**src/rtl/duck_round_keeper.sv**
```systemverilog
// duck_round_keeper: shot / hit / round / score bookkeeping for Duck Hunt.
// Launches birds, counts shots and hits, advances rounds, ends the game.
//
// Ports
//   clk              system clock
//   reset            asynchronous, active-high
//   start            begins a game from IDLE or GAME_OVER
//   shot_fired       1-cycle trigger pulse
//   bird_hit         1-cycle pulse, current bird was hit
//   bird_escaped     1-cycle pulse, current bird left the screen
//   spawn_bird       1-cycle pulse to the movement FSM, launch a bird
//   remaining_shots  shots left for the current bird
//   bird_idx         index of the current bird within the round
//   hits_round       hits scored so far this round
//   score            saturating game score
//   high_score       best score seen since reset
//   round_num        current round, 1-based once a game is running
//   state            FSM state code for the LED debug display
//   game_over        high while the game is over
module duck_round_keeper #(
    parameter int SHOTS_PER_BIRD  = 3,
    parameter int BIRDS_PER_ROUND = 10,
    parameter int HITS_TO_PASS    = 6,
    parameter int HIT_WINDOW      = 4,
    parameter int HIT_POINTS      = 1,
    parameter int SCORE_W         = 8,
    parameter int ROUND_W         = 4,
    localparam int SHOT_W = $clog2(SHOTS_PER_BIRD + 1),
    localparam int IDX_W  = (BIRDS_PER_ROUND > 1) ?
                            $clog2(BIRDS_PER_ROUND) : 1,
    localparam int HITS_W = $clog2(BIRDS_PER_ROUND + 1)
) (
    input  logic               clk,
    input  logic               reset,
    input  logic               start,
    input  logic               shot_fired,
    input  logic               bird_hit,
    input  logic               bird_escaped,
    output logic               spawn_bird,
    output logic [SHOT_W-1:0]  remaining_shots,
    output logic [IDX_W-1:0]   bird_idx,
    output logic [HITS_W-1:0]  hits_round,
    output logic [SCORE_W-1:0] score,
    output logic [SCORE_W-1:0] high_score,
    output logic [ROUND_W-1:0] round_num,
    output logic [2:0]         state,
    output logic               game_over
);

    localparam int WIN_W = $clog2(HIT_WINDOW + 1);

    localparam logic [SHOT_W-1:0]  SHOTS_INIT = SHOT_W'(SHOTS_PER_BIRD);
    localparam logic [SHOT_W-1:0]  SHOT_ONE   = SHOT_W'(1);
    localparam logic [IDX_W-1:0]   IDX_ONE    = IDX_W'(1);
    localparam logic [IDX_W-1:0]   LAST_IDX   = IDX_W'(BIRDS_PER_ROUND - 1);
    localparam logic [HITS_W-1:0]  HITS_ONE   = HITS_W'(1);
    localparam logic [HITS_W-1:0]  PASS_HITS  = HITS_W'(HITS_TO_PASS);
    localparam logic [WIN_W-1:0]   WIN_INIT   = WIN_W'(HIT_WINDOW);
    localparam logic [WIN_W-1:0]   WIN_ONE    = WIN_W'(1);
    localparam logic [ROUND_W-1:0] ROUND_ONE  = ROUND_W'(1);
    localparam logic [ROUND_W-1:0] ROUND_MAX  = '1;
    localparam logic [SCORE_W-1:0] SCORE_MAX  = '1;
    localparam logic [SCORE_W:0]   PTS_EXT    = (SCORE_W + 1)'(HIT_POINTS);

    typedef enum logic [2:0] {
        S_IDLE      = 3'd0,
        S_SPAWN     = 3'd1,
        S_ACTIVE    = 3'd2,
        S_WAIT_HIT  = 3'd3,
        S_RESOLVE   = 3'd4,
        S_ROUND_END = 3'd5,
        S_GAME_OVER = 3'd6
    } state_t;

    state_t             r_state;
    logic               r_spawn;
    logic               r_game_over;
    logic               r_hit;
    logic [SHOT_W-1:0]  r_rem;
    logic [IDX_W-1:0]   r_idx;
    logic [HITS_W-1:0]  r_hits;
    logic [SCORE_W-1:0] r_score;
    logic [SCORE_W-1:0] r_high;
    logic [ROUND_W-1:0] r_round;
    logic [WIN_W-1:0]   r_win;

    logic [SCORE_W:0]   w_score_sum;
    logic [SCORE_W-1:0] w_score_next;
    logic               w_round_pass;
    logic               w_last_bird;

    // One extra bit catches the carry so the score sticks at all-ones.
    always_comb begin
        w_score_sum  = {1'b0, r_score} + PTS_EXT;
        w_score_next = w_score_sum[SCORE_W] ? SCORE_MAX
                                            : w_score_sum[SCORE_W-1:0];
        w_round_pass = (r_hits >= PASS_HITS);
        w_last_bird  = (r_idx == LAST_IDX);
    end

    always_ff @(posedge clk or posedge reset) begin
        if (reset) begin
            r_state     <= S_IDLE;
            r_spawn     <= 1'b0;
            r_game_over <= 1'b0;
            r_hit       <= 1'b0;
            r_rem       <= '0;
            r_idx       <= '0;
            r_hits      <= '0;
            r_score     <= '0;
            r_high      <= '0;
            r_round     <= '0;
            r_win       <= '0;
        end else begin
            // spawn_bird is only high for the single SPAWN cycle.
            r_spawn <= 1'b0;
            case (r_state)
                S_IDLE, S_GAME_OVER: begin
                    if (start) begin
                        r_state     <= S_SPAWN;
                        r_spawn     <= 1'b1;
                        r_rem       <= SHOTS_INIT;
                        r_game_over <= 1'b0;
                        r_score     <= '0;
                        r_round     <= ROUND_ONE;
                        r_idx       <= '0;
                        r_hits      <= '0;
                    end
                end

                S_SPAWN: begin
                    r_state <= S_ACTIVE;
                end

                S_ACTIVE: begin
                    // The shot is spent even when the hit lands in
                    // the same cycle.
                    if (shot_fired && r_rem != '0) begin
                        r_rem <= r_rem - SHOT_ONE;
                    end
                    if (bird_hit) begin
                        r_state <= S_RESOLVE;
                        r_hit   <= 1'b1;
                    end else if (bird_escaped) begin
                        r_state <= S_RESOLVE;
                        r_hit   <= 1'b0;
                    end else if (shot_fired && r_rem == SHOT_ONE) begin
                        r_state <= S_WAIT_HIT;
                        r_win   <= WIN_INIT;
                    end
                end

                S_WAIT_HIT: begin
                    // Last shot is out; a late hit report still counts
                    // until the window runs dry.
                    r_win <= r_win - WIN_ONE;
                    if (bird_hit) begin
                        r_state <= S_RESOLVE;
                        r_hit   <= 1'b1;
                    end else if (bird_escaped || r_win == WIN_ONE) begin
                        r_state <= S_RESOLVE;
                        r_hit   <= 1'b0;
                    end
                end

                S_RESOLVE: begin
                    if (r_hit) begin
                        r_hits  <= r_hits + HITS_ONE;
                        r_score <= w_score_next;
                    end
                    if (w_last_bird) begin
                        r_state <= S_ROUND_END;
                    end else begin
                        r_idx   <= r_idx + IDX_ONE;
                        r_state <= S_SPAWN;
                        r_spawn <= 1'b1;
                        r_rem   <= SHOTS_INIT;
                    end
                end

                S_ROUND_END: begin
                    // r_hits already includes the hit resolved last cycle.
                    if (w_round_pass) begin
                        if (r_round != ROUND_MAX) begin
                            r_round <= r_round + ROUND_ONE;
                        end
                        r_idx   <= '0;
                        r_hits  <= '0;
                        r_state <= S_SPAWN;
                        r_spawn <= 1'b1;
                        r_rem   <= SHOTS_INIT;
                    end else begin
                        r_state     <= S_GAME_OVER;
                        r_game_over <= 1'b1;
                        if (r_score > r_high) begin
                            r_high <= r_score;
                        end
                    end
                end

                default: begin
                    r_state <= S_IDLE;
                end
            endcase
        end
    end

    assign spawn_bird      = r_spawn;
    assign remaining_shots = r_rem;
    assign bird_idx        = r_idx;
    assign hits_round      = r_hits;
    assign score           = r_score;
    assign high_score      = r_high;
    assign round_num       = r_round;
    assign state           = r_state;
    assign game_over       = r_game_over;

endmodule

```
**config.mk**
```make
export PLATFORM = sky130hd
export DESIGN_NAME = duck_round_keeper
export DESIGN_NICKNAME = d
export VERILOG_FILES = /design/src/rtl/duck_round_keeper.sv
export SDC_FILE = /design/constraint.sdc
export NUM_CORES = 1
export LEC_CHECK = 0
export CAP_MARGIN = 0
export CORE_AREA = 2 2 93 95
export CTS_BUF_LIST = sky130_fd_sc_hd__clkbuf_2
export DETAILED_ROUTE_END_ITERATION = 8
export DIE_AREA = 0 0 95 97
export PLACE_DENSITY = 0.58
export SLEW_MARGIN = 0
export SYNTH_ARGS = -nofsm -noshare
export SYNTH_HDL_FRONTEND = slang
export SYNTH_SLANG_ARGS = --single-unit
export TNS_END_PERCENT = 50
```
**constraint.sdc**
```tcl
create_clock -name clk -period 2.75 [get_ports clk]
set_clock_uncertainty 0.05 [all_clocks]
set_input_delay 0.55 -clock clk [delete_from_list [all_inputs] [get_ports clk]]
set_output_delay 0.55 -clock clk [all_outputs]
set_load 0.03 [all_outputs]
```
==> impl_metrics.ini <==
[yosys]
syn-cell-area_um2 = 2410
syn_nets = 272
synth.distinct_cells = 53
synth_ff_type = dfrtp_1
synth.area.top_cells = dfrtp_1 (40%), ha_1 (9.3%), o21ai_0 (3.9%)
netlist_instances = 248
yosysSeqAreaShare_pct = 40.4
synth_edf_count = 0
ys_warn_count = 0
synth_top_cell_by_area = dfrtp_1
yosys_register_bits = 39
synth_top_area_share_pct = 40.4
syn_area_per_cell_um2 = 9.74
synthArstFlopShare_pct = 100

[placement]
portBuffers = 40
placed_cell_area_um2 = 2930
place.detailed.hpwl_mm = 4.04
place_congestion = 0.821
dp_slack_ns = 0.355

[route]
wire_per_inst_um = 13.6
drt-total-wl_mm = 5.42
vias = 1932
routed_via_density = 4.85
first_iter_violations = 47
drc = 0
dr.pass1.iters = 4
postRouteAntennaNets = 0

[layout]
final_common_cell = clkdlybuf4s50_1
final_nets = 316
area_growth_pct = 23.0
antenna_cells = 0
register_area_um2 = 976
fillers = 817
multi_input_area_um2 = 1320
mostFrequentLayoutCells = clkdlybuf4s50_1 (40), dfrtp_1 (39), inv_1 (20), o21ai_0 (19)
layout-drive-gt1-share_pct = 10.6
design_area_um2 = 2970

[worst_setup_path]
critPathTopFamily = buffers and inverters
slowest_delay_ns = 0.78
required_ns = 2.15
end_kind = primary output
rr_startpoint = score[5]$_DFFE_PP0P_
cp_max_fo = 15
crit_path_start_kind = flip-flop
cp-startpoint = state[1]$_DFFE_PP0P_
arrival_ns = 1.88
path_class = reg2out
cp_slowest_cell = clkdlybuf4s50_1
cp_num_buf_inv = 1
crit_chain = clkdlybuf4s50_1

[global_route]
grt_pass1_vias = 1872
antenna_found_initial = 0
gr-total-overflow = 0
grt_first_pass_wirelength_mm = 9.03
grt_start_max_net_pins = 40
grt_usage_pct = 12.2

[sta]
finalCritPeriodShare_pct = 90.2
slew_viol_final = 0
tightest_slew_ns = 0.676
setup_viol = 0
fin_crit_ns = 2.48
finalSetupTns_ns = 0
max_slew_margin_pct = 54.3
finalWorstSetupSlack_ns = 0.270
rsz0062_at_grt = no
finalHoldViolCount = 0
fmax_mhz = 403

[cts]
clock-root-buffer = clkbuf_2
cts_setup_buffers = 0
numCtsBuffers = 5
cts_resized = 0
cts.clk_slew.worst_paths_ns = 0.20
cts_sinks = 39
clk_latency_ns = 0.40
cts_buffer_depth = 2
cts_tree = done
htree_levels = 2
postCtsHoldBufs = 0

[floorplanning]
ios = 41
dieWidth_um = 95
initial_core_util_pct = 29.7
fp-row-count = 33
die_h_um = 97
core-area_um2 = 8130
dieArea_um2 = 9220

[hold_path]
min_path_type = reg2reg
hp-start = r_win[1]$_DFFE_PP0P_

[power]
power_density_nw_per_um2 = 830
ir_drop_mv = 0.388
p_total_mw = 2.46
power.leakage_nw = 1.30

[run]
maxCapViolCount = 0

[run_status]
status = complete, no violations
-- cell families after synthesis --
family | count (synthesis) | synth area share [%]
flops | 39 | 40.4
fa+ha+maj | 18 | 9.33
compound gates | 66 | 18.1
buf+inv | 27 | 5.08
xor+xnor | 2 | 0.726
mux | 14 | 7.20
simple gates | 82 | 19.2
-- power by group --
part           switching [mW]  internal [mW]  total [mW]
combinational           0.763          0.564        1.33
clock                   0.201         0.0567       0.258
sequential              0.165          0.713       0.878
-- cell usage after synthesis (5+ instances only) --
cell type and number:
dfrtp_1 39, inv_1 20, o21ai_0 19, ha_1 18, nor2_1 18, nand2_1 16
a21oi_1 13, nand3_1 8, mux2_4 6, buf_2 5, mux2i_1 5, o21ai_1 5
-- registers in the layout, indices dropped and copies added, names as in the netlist --
name,flops
bird_idx,4
game_over,1
high_score,8
hits_round,4
r_hit,1
r_win,3
remaining_shots,2
round_num,4
score,8
spawn_bird,1
state,3
-- cell type report --
type,instances,share of cell area [%]
Inverter,20,2.53
Clock inverter,3,0.506
Tap cell,105,4.42
Multi-Input combinational cell,182,44.3
Clock buffer,5,0.843
Timing Repair Buffer,44,14.5
Sequential cell,39,32.9
-- stage by stage --
| step | util (%) | cells | hold WS [ns] |
|---|---|---|---|
| after CTS | 36.5 | 398 | 0.475 |
| after global routing | 36.5 | 398 | 0.501 |
| after detailed placement | 36.0 | 390 | 0.432 |
| final | 36.5 | 398 | 0.462 |
| after floorplan | - | 248 | 0.400 |
| after global placement | 36.0 | 390 | 0.419 |
-- layer usage --
| metal | track usage [%] | part of all wire [%] |
|---|---|---|
| met4 | 2.68 | 0.70 |
| met5 | 0 | 0 |
| met2 | 19.1 | 45 |
| met3 | 3.35 | 4.7 |
| met1 | 16.8 | 49 |
-- path summary, 6_finish.rpt --
| path | depth (start not counted) | end | slack (ns) |
|---|---|---|---|
| min | 2 | r_win[1]$_DFFE_PP0P_ | 0.46 |
| min reg2reg | 2 | r_win[1]$_DFFE_PP0P_ | 0.46 |
| min in group asynchronous | 3 | high_score[7]$_DFFE_PP0P_ | 0.49 |
| max in group asynchronous | 3 | remaining_shots[0]$_DFFE_PP0P_ | 1.77 |
| max reg2reg | 5 | high_score[4]$_DFFE_PP0P_ | 0.50 |
| max | 1 | state[1] | 0.27 |
Note: power is estimated with default switching activity, not from simulation.
